--- src/rtl/pipe_adder_tree_accum.sv ---
// Streaming N-ary pipelined adder tree followed by a packet accumulator.
// Each beat of NUM_ELEMENTS terms is reduced to one sum, and the sums are accumulated from sop to eop.
module pipe_adder_tree_accum #(
    parameter int NUM_ELEMENTS    = 8,
    parameter int BIT_LEN         = 16,
    parameter int N               = 4,
    parameter int STAGES_PER_PIPE = 1,
    parameter int CTL_BITS        = 8,
    parameter int ACC_GROW        = 8,
    parameter int SIGNED          = 0,
    parameter int BEAT_BITS       = 8,
    parameter int OUT_LEN         = BIT_LEN + $clog2(NUM_ELEMENTS) + ACC_GROW
) (
    input  logic                 i_clk,
    input  logic                 i_rst_n,
    input  logic [BIT_LEN-1:0]   i_terms [NUM_ELEMENTS],
    input  logic                 i_val,
    input  logic                 i_sop,
    input  logic                 i_eop,
    input  logic [CTL_BITS-1:0]  i_ctl,
    output logic                 o_rdy,
    input  logic                 i_rdy,
    output logic                 o_val,
    output logic [OUT_LEN-1:0]   o_s,
    output logic [CTL_BITS-1:0]  o_ctl,
    output logic [BEAT_BITS-1:0] o_beats,
    output logic                 o_err
);

    function automatic int next_cnt(input int m);
        return (m < N) ? 1 : (m / N) + (m % N);
    endfunction

    function automatic int cnt_at(input int k);
        int m;
        m = NUM_ELEMENTS;
        for (int i = 0; i < k; i++) m = next_cnt(m);
        return m;
    endfunction

    function automatic int calc_levels();
        int m;
        int l;
        m = next_cnt(NUM_ELEMENTS);
        l = 1;
        while (m > 1) begin
            m = next_cnt(m);
            l++;
        end
        return l;
    endfunction

    localparam int LEVELS = calc_levels();

    logic               stall;
    logic [OUT_LEN-1:0] ext_w [NUM_ELEMENTS];

    // A stalled result freezes the entire datapath, so upstream sees o_rdy low.
    assign stall = o_val & ~i_rdy;
    assign o_rdy = ~stall;

    for (genvar j = 0; j < NUM_ELEMENTS; j++) begin : g_ext
        if (SIGNED != 0) begin : g_sx
            assign ext_w[j] = OUT_LEN'($signed(i_terms[j]));
        end else begin : g_zx
            assign ext_w[j] = OUT_LEN'(i_terms[j]);
        end
    end

    for (genvar k = 1; k <= LEVELS; k++) begin : g_lvl
        localparam int M_IN  = cnt_at(k - 1);
        localparam int M_OUT = cnt_at(k);

        logic [OUT_LEN-1:0]  in_w  [M_IN];
        logic [OUT_LEN-1:0]  sum_d [M_OUT];
        logic [OUT_LEN-1:0]  out_w [M_OUT];
        logic                in_val_w, in_sop_w, in_eop_w;
        logic                out_val_w, out_sop_w, out_eop_w;
        logic [CTL_BITS-1:0] in_ctl_w, out_ctl_w;

        if (k == 1) begin : g_src
            assign in_w     = ext_w;
            assign in_val_w = i_val & o_rdy;
            assign in_sop_w = i_sop;
            assign in_eop_w = i_eop;
            assign in_ctl_w = i_ctl;
        end else begin : g_src
            assign in_w     = g_lvl[k-1].out_w;
            assign in_val_w = g_lvl[k-1].out_val_w;
            assign in_sop_w = g_lvl[k-1].out_sop_w;
            assign in_eop_w = g_lvl[k-1].out_eop_w;
            assign in_ctl_w = g_lvl[k-1].out_ctl_w;
        end

        if (M_IN < N) begin : g_final
            always_comb begin
                sum_d[0] = '0;
                for (int j = 0; j < M_IN; j++) sum_d[0] = sum_d[0] + in_w[j];
            end
        end else begin : g_group
            localparam int G = M_IN / N;
            // Full groups of N are summed; leftover terms pass through untouched.
            always_comb begin
                for (int g = 0; g < G; g++) begin
                    sum_d[g] = '0;
                    for (int j = 0; j < N; j++) sum_d[g] = sum_d[g] + in_w[g*N + j];
                end
                for (int j = 0; j < M_IN % N; j++) sum_d[G + j] = in_w[G*N + j];
            end
        end

        if ((k % STAGES_PER_PIPE == 0) || (k == LEVELS)) begin : g_reg
            logic [OUT_LEN-1:0]  sum_q [M_OUT];
            logic                val_q, sop_q, eop_q;
            logic [CTL_BITS-1:0] ctl_q;

            always_ff @(posedge i_clk or negedge i_rst_n) begin
                if (!i_rst_n) begin
                    for (int g = 0; g < M_OUT; g++) sum_q[g] <= '0;
                    val_q <= 1'b0;
                    sop_q <= 1'b0;
                    eop_q <= 1'b0;
                    ctl_q <= '0;
                end else if (!stall) begin
                    sum_q <= sum_d;
                    val_q <= in_val_w;
                    sop_q <= in_sop_w;
                    eop_q <= in_eop_w;
                    ctl_q <= in_ctl_w;
                end
            end

            assign out_w     = sum_q;
            assign out_val_w = val_q;
            assign out_sop_w = sop_q;
            assign out_eop_w = eop_q;
            assign out_ctl_w = ctl_q;
        end else begin : g_comb
            assign out_w     = sum_d;
            assign out_val_w = in_val_w;
            assign out_sop_w = in_sop_w;
            assign out_eop_w = in_eop_w;
            assign out_ctl_w = in_ctl_w;
        end
    end

    logic                 t_val, t_sop, t_eop;
    logic [OUT_LEN-1:0]   t_sum;
    logic [CTL_BITS-1:0]  t_ctl;

    assign t_val = g_lvl[LEVELS].out_val_w;
    assign t_sop = g_lvl[LEVELS].out_sop_w;
    assign t_eop = g_lvl[LEVELS].out_eop_w;
    assign t_sum = g_lvl[LEVELS].out_w[0];
    assign t_ctl = g_lvl[LEVELS].out_ctl_w;

    logic [OUT_LEN-1:0]   acc_q, acc_d, out_s_q, out_s_d;
    logic [BEAT_BITS-1:0] beats_q, beats_d, out_beats_q, out_beats_d;
    logic [CTL_BITS-1:0]  ctl_q, ctl_d, out_ctl_q, out_ctl_d;
    logic                 err_q, err_d, open_q, open_d;
    logic                 out_val_q, out_val_d, out_err_q, out_err_d;

    always_comb begin
        acc_d       = acc_q;
        beats_d     = beats_q;
        ctl_d       = ctl_q;
        err_d       = err_q;
        open_d      = open_q;
        out_val_d   = out_val_q;
        out_s_d     = out_s_q;
        out_ctl_d   = out_ctl_q;
        out_beats_d = out_beats_q;
        out_err_d   = out_err_q;
        if (!stall) begin
            out_val_d = 1'b0;
            if (t_val) begin
                // A beat without an open packet starts one, flagged as a framing error unless it carries sop.
                if (t_sop || !open_q) begin
                    acc_d   = t_sum;
                    beats_d = BEAT_BITS'(1);
                    err_d   = open_q | ~t_sop;
                    ctl_d   = t_ctl;
                end else begin
                    acc_d   = acc_q + t_sum;
                    beats_d = (&beats_q) ? beats_q : beats_q + BEAT_BITS'(1);
                end
                open_d = ~t_eop;
                if (t_eop) begin
                    out_val_d   = 1'b1;
                    out_s_d     = acc_d;
                    out_ctl_d   = ctl_d;
                    out_beats_d = beats_d;
                    out_err_d   = err_d;
                end
            end
        end
    end

    always_ff @(posedge i_clk or negedge i_rst_n) begin
        if (!i_rst_n) begin
            acc_q       <= '0;
            beats_q     <= '0;
            ctl_q       <= '0;
            err_q       <= 1'b0;
            open_q      <= 1'b0;
            out_val_q   <= 1'b0;
            out_s_q     <= '0;
            out_ctl_q   <= '0;
            out_beats_q <= '0;
            out_err_q   <= 1'b0;
        end else begin
            acc_q       <= acc_d;
            beats_q     <= beats_d;
            ctl_q       <= ctl_d;
            err_q       <= err_d;
            open_q      <= open_d;
            out_val_q   <= out_val_d;
            out_s_q     <= out_s_d;
            out_ctl_q   <= out_ctl_d;
            out_beats_q <= out_beats_d;
            out_err_q   <= out_err_d;
        end
    end

    assign o_val   = out_val_q;
    assign o_s     = out_s_q;
    assign o_ctl   = out_ctl_q;
    assign o_beats = out_beats_q;
    assign o_err   = out_err_q;

endmodule
--- config.mk ---
export PLATFORM = sky130hd
export DESIGN_NAME = pipe_adder_tree_accum
export DESIGN_NICKNAME = d
export VERILOG_FILES = /design/src/rtl/pipe_adder_tree_accum.sv
export SDC_FILE = /design/constraint.sdc
export NUM_CORES = 1
export LEC_CHECK = 0
export ABC_CLOCK_PERIOD_IN_PS = 2700
export BUFFER_PORTS_ARGS = -buffer_cell sky130_fd_sc_hd__buf_4
export CAP_MARGIN = 30
export CORE_MARGIN = 2
export CORE_UTILIZATION = 44
export DETAILED_ROUTE_END_ITERATION = 16
export SYNTH_ARGS = -nofsm -noshare
export SYNTH_HDL_FRONTEND = slang
export SYNTH_SLANG_ARGS = --single-unit
--- constraint.sdc ---
create_clock -name i_clk -period 2.7 [get_ports i_clk]
set_input_delay 0.135 -clock i_clk [delete_from_list [all_inputs] [get_ports i_clk]]
set_output_delay 0.135 -clock i_clk [all_outputs]
set_load 0.005 [all_outputs]
==> metrics.md, run 1 <==
| Metric | Value |
|---|---|
| Initial antenna violation count | `0` |
| #FFs+latches synth | `167` |
| Antenna cells | `0` |
| Drt pass-1 iters | `6` |
| Site row count | `60` |
| Worst Setup Slack, final | `-0.191 ns` |
| Mapped Nets | `around 1700` |
| Final period utilization | `1.07` |
| Skew final | `0.0123 ns` |
| Worst endpoint required time | `about 3.0 ns` |
| Min-Delay Startpoint | `i_terms[48]` |
| Min Tclk post-route | `between 2 and 3 ns` |
| Wire length of the first global-routing pass | `between 40000 and 50000 um` |
| Crit path DAT | `around 3.2 ns` |
| CP Launch Type | `primary input` |
| GR Util All Layers | `0.205` |
| Final setup viols | `5` |
| Seq/Total Area, Yosys | `0.349` |
| Die H | `between 150 and 200 um` |
| FFs w/ async S/R, synth | `1.00` |
| Synthesized cell area | `roughly 12000 um^2` |
| Top Ports | `188` |
| CTS max path bufs | `2` |
| Synth top area cells | `dfrtp_1, fa_1, ha_1` |
| Crit Path Class | `primary input to flip-flop` |
| Clk Latency, worst-skew pair | `0.44 ns` |
| P_leak | `0.00770 uW` |
| Hold WC Path Type | `primary input to flip-flop` |
| Post-place setup slack | `-0.711 ns` |
| Total CTS buffers | `17` |
| Vias | `between 10000 and 15000` |
| Post-Place Cells | `1929` |
| Maxcap violations | `0` |
| Clock-pin slew on the worst setup and hold paths | `roughly 0.070 ns` |
| Power per cell area | `between 1000 and 1500 nW/um^2` |
| Final setup TNS | `-0.571 ns` |
| Core area | `26800 um^2` |
| Gate Count Post-Synth | `~1400` |
| Clock Sink Count | `167` |
| Synth unique cells | `74` |
| Critical path launch point | `i_terms[65]` |
| Hpwl dp | `21100 um` |
| Synth top area share | `0.349` |
| Layout cell share with drive strength beyond 1 | `0.230` |
| Ys flop type | `dfrtp_1` |
| CTS tree | `built` |
| Chip Width | `roughly 170 um` |
| Area delta synth->final | `27.2%` |
| WL final | `28000 um` |
| Die area | `between 20000 and 30000 um^2` |
| Initial core utilization | `0.446` |
| Post-route DRC | `0` |
| Vias per std cell | `about 5` |
| Crit-path max FO | `4` |
| GPL Wtd Cong | `0.874` |
| Number of global-route vias before repair | `9864` |
| Antenna-violating nets left | `0` |
| RSZ-0062 raised after global routing | `true` |
| Gr ovfl total | `0` |
| Max Fclk | `between 0.3 and 0.4 GHz` |
| Final hold violation count | `0` |
| H-tree depth | `4` |
| Drt wl/cell | `between 10 and 15 um` |
| Final nets | `around 1900` |
| Peak VDD IR | `approximately 0.00062 V` |
| Synth warn | `0` |
| Fillers | `about 2500` |
| Non-Filler Instances | `1979` |
| Post-synth top area cell | `dfrtp_1` |
| Number of I/O port buffers | `approximately 190` |
| Largest net degree at the start of global routing | `slightly below 90` |
| Reg2reg start | `g_lvl[2].g_reg.sum_q[8]` |
| Clk root buf | `clkbuf_16` |
| Pins Over Slew Limit | `0` |
| Failing checks | `negative setup slack` |
| Setup crit end kind | `flip-flop` |
| Worst relative slew slack | `0.425` |
| Worst slew pin tran | `0.862 ns` |
| Post-synth EDFFs | `0` |
| Initial DRC count | `between 400 and 500` |
| Syn avg cell area | `about 8.7 um^2` |
| Status | `finished, violations left` |
[power by group]
part	internal, uW	switching, uW	total, uW
Clock	1400	1100	2500
Combinational	4620	5790	10400
Sequential	3610	811	4420
[logic make-up (layout without fill, tap and decap cells)]
group           after synthesis  in the layout  share of synthesized area
fa+ha+maj                   138            138                      0.186
compound gates              325            325                      0.169
flops                       167            167                      0.349
mux                          21             21                     0.0186
xor+xnor                     63             63                     0.0461
simple gates                416            416                      0.152
buf+inv                     250            508                     0.0794
[cell usage after synthesis, types with 21 or more instances]
cell type	instances
nand2_1	238
inv_1	194
dfrtp_1	167
a21oi_1	93
o21ai_0	82
ha_1	72
nor2_1	71
fa_1	66
xor2_1	47
clkbuf_1	46
o21ai_1	29
nand3_1	27
a31oi_1	22
and3_1	21
[what timing repair did]
action,CTS,global route
setup endpoints to repair,10,30
resized for setup,8,24
endpoints found under the hold margin,88,0
hold buffers,12,0
cloned,0,0
pin swaps,18,22
setup buffers,1,5
[routing by layer]
metal,wire length (um),vias to the layer above,GRT usage,part of all wire
met5,0,-,0,0
met3,1060,31,0.0243,0.038
met4,531,0,0.0611,0.019
met1,12700,4725,0.276,0.45
met2,13700,228,0.349,0.49
li1,-,5058,-,-
[area by class of cell]
class	instances	area, um^2	share of cell area
inverter	195	747	0.0491
multi-input combinational	963	7080	0.465
tap	341	427	0.0280
sequential	167	4180	0.275
clock inverter	13	166	0.0109
timing repair buffer	281	2180	0.143
clock buffer	19	433	0.0284
[critical path, cell delays in order]
cell,delay (ns)
buf_8,0.08
inv_8,0.02
fa_1,0.52
inv_1,0.05
fa_1,0.46
ha_2,0.20
fa_2,0.34
a21o_1,0.19
a211oi_2,0.21
nor2_1,0.08
o41a_1,0.37
buf_4,0.16
a21boi_2,0.13
xor2_1,0.15
a21oi_1,0.07
[final timing paths]
| kind | endpoint | slack [ns] | depth (start not counted) |
|---|---|---|---|
| worst max-delay path | g_lvl[1].g_reg.sum_q[40] | -0.19 | 15 |
| worst min-delay path | g_lvl[1].g_reg.sum_q[0] | 0.02 | 4 |
| worst max register to register | o_s[21] | 0.13 | 8 |
| worst min register to register | g_lvl[2].g_reg.ctl_q[7] | 0.46 | 2 |
| max in group asynchronous | g_lvl[1].g_reg.sum_q[38] | 1.64 | 3 |
| min in group asynchronous | o_s[16] | 0.31 | 2 |
[metrics by stage]
step                      instance area [um^2]  utilization  power (uW)  hold WS [ns]
final                                    15200        0.568       17300        0.0231
after global routing                     15200        0.568       18900        0.0337
after CTS                                15100        0.563       17200        0.0125
after detailed placement                 14300        0.535       14500         0.249
after global placement                   14300        0.535       14400         0.252
after floorplan                          12100            -       11400        -0.161
[cell usage in the layout (no fill, tap or decap), drive strengths merged, types with 12 or more instances in the layout]
cell,instances
and3,21
nor2,71
buf,269
ha,72
a21oi,94
a31oi,23
nand3,29
dlygate4sd3,12
clkbuf,19
o31ai,15
xor2,47
nand2,239
fa,66
o21ai,112
inv,200
nor3,14
dfrtp,167
a21o,20
xnor2,16
[registers in the layout, summed over array words and instances, names as in the netlist, 8 cells and up]
name               flops
o_beats                8
o_s                   27
g_lvl.g_reg.sum_q     55
o_ctl                  8
g_lvl.g_reg.ctl_q     16
acc_q                 27
beats_q                8
ctl_q                  8
Power figures use the tool's default switching activity.
==> run 2, diff against run 1 <==
--- a/constraint.sdc
+++ b/constraint.sdc
@@ -3,2 +3,2 @@
 set_output_delay 0.135 -clock i_clk [all_outputs]
-set_load 0.005 [all_outputs]
+set_load 0.02 [all_outputs]
==> metrics.md, run 2 (same netlist as run 1, synthesis figures left out) <==
| Metric | Value |
|---|---|
| CTS tree | `built` |
| Sequential Power Share | `0.254 (about the same)` |
| Final nets | `1903 (-0.10%)` |
| Clk pwr share | `0.137 (-0.007)` |
| Clock-pin slew on the worst setup and hold paths | `0.07 ns (about the same)` |
| RSZ-0062 raised after global routing | `true` |
| GPL Wtd Cong | `0.874 (about the same)` |
| Top Ports | `188 (unchanged)` |
| Clk Latency, worst-skew pair | `0.44 ns (about the same)` |
| Initial antenna violation count | `0 (unchanged)` |
| Final hold violation count | `0 (unchanged)` |
| Maxcap violations | `0 (unchanged)` |
| Pins Over Slew Limit | `0 (unchanged)` |
| Largest Register | `g_lvl.g_reg.sum_q` |
| Hpwl dp | `21000 um (-0.48%)` |
| Antenna-violating nets left | `0 (unchanged)` |
| CP Launch Type | `primary input` |
| Crit Path Class | `primary input to flip-flop` |
| Combinational share of power | `0.609 (+0.008)` |
| DR WL met3 | `992 um (-6.1%)` |
| Max Fclk | `0.349 GHz (+0.78%)` |
| Worst path max stage delay | `0.54 ns (+0.02 ns)` |
| H-tree depth | `4 (unchanged)` |
| Area delta synth->final | `26.9%` |
| DP Area | `14300 um^2 (unchanged)` |
| Post-place setup slack | `-0.709 ns (+0.00164 ns)` |
| Hold WC Path Type | `primary input to flip-flop` |
| Utilization after layout | `0.566 (-0.00149)` |
| Hold_ws | `0.114 ns (+0.0904 ns)` |
| Post-route DRC | `0 (unchanged)` |
| Worst relative slew slack | `0.427 (+0.00136)` |
| Crit path top cell by count | `fa_1` |
| Switching share of power | `0.458 (+0.0136)` |
| Vias | `9931 (-1.1%)` |
| Max Used Layer | `met4` |
| Power per cell area | `1150 nW/um^2 (+0.84%)` |
| Min Tclk post-route | `2.87 ns (-0.0222 ns)` |
| Skew final | `0.0138 ns (+0.00148 ns)` |
| Worst endpoint required time | `2.99 ns (about the same)` |
| WL final | `27500 um (-1.6%)` |
| Chip Width | `169 um (unchanged)` |
| Vias per std cell | `5.02 (-1.0%)` |
| Critical Path, Cell by Cell | `buf_8 -> inv_8 -> fa_1 -> inv_2 -> fa_1 -> ha_2 -> fa_2 -> a21o_1 -> a211oi_2 -> nor2_1 -> o41a_1 -> a31o_2 -> xnor2_1 -> a21oi_1` |
| Layout cell share with drive strength beyond 1 | `0.229 (-0.000331)` |
| Crit-path max FO | `4 (unchanged)` |
| Number of global-route vias before repair | `9838 (-0.26%)` |
| Most frequent cells in the layout | `buf_4, nand2_1, inv_1` |
| Final setup viols | `5 (unchanged)` |
| Most common cell after layout, fill and taps aside | `buf_4` |
| Number of I/O port buffers | `187 (unchanged)` |
| Crit path DAT | `3.16 ns (-0.03 ns)` |
| Initial core utilization | `0.446 (unchanged)` |
| Total CTS buffers | `17 (unchanged)` |
| Post-route cell area | `15200 um^2 (-0.26%)` |
| GR Util All Layers | `0.204 (-0.000961)` |
| P_leak | `0.00768 uW (-0.27%)` |
| Worst slew pin tran | `0.860 ns (-0.00205 ns)` |
| Die H | `169 um (unchanged)` |
| Wire length of the first global-routing pass | `47300 um (-0.91%)` |
| Final period utilization | `1.06 (-0.00824)` |
| Initial DRC count | `504 (+5.0%)` |
| Drt wl/cell | `13.9 um (-1.5%)` |
| Die area | `28500 um^2 (unchanged)` |
| Setup crit end kind | `flip-flop` |
| Internal power | `9440 uW (-1.9%)` |
| CTS max path bufs | `2 (unchanged)` |
| Site row count | `60 (unchanged)` |
| Clk root buf | `clkbuf_16` |
| Largest net degree at the start of global routing | `89 (unchanged)` |
| Slowest stage cell, crit path | `fa_1` |
| M1 WL | `12600 um (-0.31%)` |
| Clock Sink Count | `167 (unchanged)` |
| Largest register FFs | `55 (unchanged)` |
| Psw | `7980 uW (+3.6%)` |
| Gr ovfl total | `0 (unchanged)` |
| Worst Setup Slack, final | `-0.169 ns (+0.0222 ns)` |
| Met2 wire length | `13300 um (-3.1%)` |
| Failing checks | `negative setup slack` |
| Drt pass-1 iters | `5 (-1)` |
| Peak VDD IR | `0.000576 V (-7.6%)` |
| Core area | `26800 um^2 (unchanged)` |
| Status | `finished, violations left` |
| Final setup TNS | `-0.584 ns (-0.0131 ns)` |
| Antenna cells | `0 (unchanged)` |
[run 2: cell types whose count changed in the layout (fill, tap and decap cells not counted), sizes merged]
cell         delta
dlygate4sd3     +1
bufinv          -2
clkinv          +4
buf             -3
clkbuf          -2
[run 2: per-stage QoR]
stage,std cells,total power [uW]
2_1_floorplan,1380,11700
5_1_grt,1977,19100
6_report,1977,17400
4_1_cts,1977,17400
3_5_place_dp,1929,14800
3_3_place_gp,1929,14700
[run 2: what timing repair did]
action / CTS / global route
endpoints found under the hold margin: 89 / 0
setup endpoints to repair: 11 / 30
hold buffers: 13 / 0
gates resized for setup: 9 / 21
setup buffers: 3 / 3
pin swaps: 19 / 22
[run 2: area by class of cell]
type                    instances  area (um^2)
fillers                      2435        11600
clock inverters                15          164
inverters                     195          747
repair buffers                279         2170
multi-input cells             963         7070
clock buffers                  17          425
flip-flops and latches        167         4180
well taps                     341          427
[run 2: final timing paths]
kind                       depth (start not counted)                  endpoint                    start  slack [ns]
setup / recovery                                  14  g_lvl[1].g_reg.sum_q[42]              i_terms[65]       -0.17
hold / removal                                     4  g_lvl[1].g_reg.sum_q[27]             i_terms[112]        0.11
setup reg to reg                                   8                   o_s[21]  g_lvl[2].g_reg.sum_q[8]        0.14
hold reg to reg                                    2   g_lvl[1].g_reg.ctl_q[3]  g_lvl[1].g_reg.ctl_q[3]        0.47
max in group asynchronous                          3  g_lvl[1].g_reg.sum_q[38]                  i_rst_n        1.67
min in group asynchronous                          2                   o_s[16]                  i_rst_n        0.31
[run 2: worst max-delay path, delay by kind of cell]
kind	cells	cell delay, ns
AO/OA/AOI/OAI	5	1.11
XOR/XNOR	1	0.14
adder cells (fa/ha/maj)	4	1.56
buffers and inverters	3	0.14
AND/OR/NAND/NOR	1	0.08
[run 2: metal layers]
metal / GRT usage / vias to the layer above
li1: - / 5054
met1: 0.275 / 4635
met2: 0.342 / 205
met3: 0.0250 / 37
met4: 0.0705 / 0
met5: 0 / -
[run 2: power groups by stage]
| stage | registers [uW] | logic (uW) | clock network (uW) |
|---|---|---|---|
| finish | 4420 | 10600 | 2390 |
| global route | 4540 | 12000 | 2560 |
| CTS | 4430 | 10500 | 2470 |
| detailed placement | 4470 | 10400 | 0 |
| global placement | 4450 | 10200 | 0 |
| floorplan | 4450 | 7230 | 0 |
==> run 3, diff against run 2 <==
Settings changed: BUFFER_PORTS_ARGS -buffer_cell sky130_fd_sc_hd__buf_4 to -buffer_cell sky130_fd_sc_hd__clkbuf_2, CTS_CLUSTER_SIZE set to 16.
==> metrics.md, run 3 (same netlist as run 1, synthesis figures left out) <==
| Metric | Value |
|---|---|
| Worst path max stage delay | `0.53 ns (about the same)` |
| Final nets | `1907 (+0.21%)` |
| Clock Sink Count | `167 (unchanged)` |
| Skew final | `0.0146 ns (+0.000835 ns)` |
| Chip Width | `169 um (unchanged)` |
| Maxcap violations | `0 (unchanged)` |
| Core area | `26800 um^2 (unchanged)` |
| Crit-path max FO | `4 (unchanged)` |
| CTS max path bufs | `2 (unchanged)` |
| Post-route DRC | `0 (unchanged)` |
| Number of I/O port buffers | `187 (unchanged)` |
| Die H | `169 um (unchanged)` |
| Critical Path, Cell by Cell | `buf_6 -> inv_4 -> fa_1 -> inv_1 -> fa_1 -> ha_2 -> fa_2 -> a21o_1 -> a211oi_2 -> nor2_2 -> o41a_1 -> a21boi_1 -> xor2_1 -> a21oi_1` |
| Antenna-violating nets left | `0 (unchanged)` |
| Most common cell after layout, fill and taps aside | `nand2_1` |
| Layout cell share with drive strength beyond 1 | `0.228 (-0.00103)` |
| CP Launch Type | `primary input` |
| WL final | `27700 um (+0.40%)` |
| Total CTS buffers | `17 (unchanged)` |
| Clk Latency, worst-skew pair | `0.44 ns (about the same)` |
| Initial antenna violation count | `0 (unchanged)` |
| Failing checks | `negative setup slack` |
| Initial DRC count | `505 (+0.20%)` |
| Final setup viols | `6 (+1)` |
| H-tree depth | `4 (unchanged)` |
| Max Fclk | `0.341 GHz (-2.3%)` |
| Drt pass-1 iters | `5 (unchanged)` |
| Wire length of the first global-routing pass | `46700 um (-1.3%)` |
| RSZ-0062 raised after global routing | `true` |
| Worst endpoint required time | `2.99 ns (about the same)` |
| Met2 usage | `0.345 (+0.00356)` |
| Crit path DAT | `3.22 ns (+0.06 ns)` |
| Grt peak-use layer | `met2` |
| Gr ovfl total | `0 (unchanged)` |
| Crit path top cell by count | `fa_1` |
| Slowest stage cell, crit path | `fa_1` |
| Clock-pin slew on the worst setup and hold paths | `0.06 ns (about the same)` |
| P_leak | `0.00758 uW (-1.3%)` |
| Post-place setup slack | `-0.754 ns (-0.0444 ns)` |
| GPL Wtd Cong | `0.866 (-0.98%)` |
| Most frequent cells in the layout | `nand2_1, inv_1, clkbuf_2` |
| GR Util All Layers | `0.202 (-0.00226)` |
| Final hold violation count | `0 (unchanged)` |
| Worst relative slew slack | `0.412 (-0.0150)` |
| Buf/Inv on CP | `3 (unchanged)` |
| Largest net degree at the start of global routing | `89 (unchanged)` |
| Status | `finished, violations left` |
| Power per cell area | `1170 nW/um^2 (+2.3%)` |
| Vias per std cell | `5.01 (-0.35%)` |
| Hold_ws | `0.0285 ns (-0.0850 ns)` |
| Number of global-route vias before repair | `9637 (-2.0%)` |
| Largest register FFs | `55 (unchanged)` |
| Peak VDD IR | `0.000547 V (-5.1%)` |
| M3 GR Usage | `0.0285 (+0.00351)` |
| Clk root buf | `clkbuf_16` |
| Antenna cells | `0 (unchanged)` |
| Largest delay contributor family on the critical path | `adder cells` |
| Hold WC Path Type | `primary input to flip-flop` |
| Die area | `28500 um^2 (unchanged)` |
| Area delta synth->final | `23.1%` |
| Largest Register | `g_lvl.g_reg.sum_q` |
| Min Tclk post-route | `2.94 ns (+0.0666 ns)` |
| Worst Setup Slack, final | `-0.236 ns (-0.0666 ns)` |
| CTS tree | `built` |
| Drt wl/cell | `14.0 um (+0.24%)` |
| Hpwl dp | `21300 um (+1.5%)` |
| Worst slew pin tran | `0.882 ns (+0.0225 ns)` |
| Top Ports | `188 (unchanged)` |
| Final period utilization | `1.09 (+0.0247)` |
| Crit Path Class | `primary input to flip-flop` |
| Initial core utilization | `0.446 (unchanged)` |
| Pins Over Slew Limit | `0 (unchanged)` |
| GR Layer Usage met1 | `0.270 (-0.00467)` |
| Vias | `9911 (-0.20%)` |
| Setup crit end kind | `flip-flop` |
| Site row count | `60 (unchanged)` |
run 3: cell type report:
| cell class | count | area [um^2] |
|---|---|---|
| well taps | 341 | 427 |
| repair buffers | 283 | 1740 |
| clock inverters | 13 | 135 |
| inverters | 195 | 749 |
| flip-flops and latches | 167 | 4180 |
| fillers | 2516 | 12100 |
| multi-input cells | 963 | 7060 |
| clock buffers | 18 | 439 |
run 3: metal layers:
layer / up-vias / share of wire
li1: 5070 / -
met4: 0 / 0.013
met2: 168 / 0.49
met3: 21 / 0.031
met1: 4652 / 0.47
met5: - / 0
run 3: report_power, final:
group          total, uW  internal [uW]  switching [uW]  leakage, uW
Clock               2410           1320            1090     0.000282
Combinational      10500           4450            6010      0.00526
Sequential          4420           3610             813      0.00204
Total              17300           9380            7920      0.00758
run 3: path summary, 6_finish.rpt:
kind / start / end / slack (ns) / depth (start not counted)
min in group asynchronous: i_rst_n / acc_q[18] / 0.28 / 2
max: i_terms[97] / g_lvl[1].g_reg.sum_q[40] / -0.24 / 14
max in group asynchronous: i_rst_n / g_lvl[2].g_reg.sum_q[7] / 1.61 / 3
min: i_terms[48] / g_lvl[1].g_reg.sum_q[0] / 0.03 / 4
max reg2reg: g_lvl[2].g_reg.sum_q[0] / o_s[18] / 0.10 / 9
min reg2reg: g_lvl[1].g_reg.ctl_q[7] / g_lvl[2].g_reg.ctl_q[7] / 0.46 / 2
run 3: worst register-to-register path: cells and delay by family, from the launching register on:
family	cells	cell delay (ns)
xor gates and xnor gates	1	0.21
DFF	1	0.40
adders and majority gates	2	0.66
AOI/OAI and AO/OA	6	1.20
run 3: metrics by stage:
stage	total power, uW	setup TNS (ns)	cell area [um^2]	cells	util
finish	17300	-0.783	14700	1980	0.550
global route	19000	-2.15	14700	1980	0.550
global placement	14500	-9.29	13900	1932	0.518
CTS	17300	-0.984	14600	1978	0.546
detailed placement	14700	-10.02	13900	1932	0.518
floorplan	11700	-2.87	12100	1380	-
run 3: what timing repair did:
action / in CTS / in global routing
pin swaps: 19 / 33
resized for setup: 10 / 20
hold endpoints to repair: 82 / 0
setup buffers: 3 / 4
setup endpoints to repair: 12 / 25
hold buffers: 12 / 0
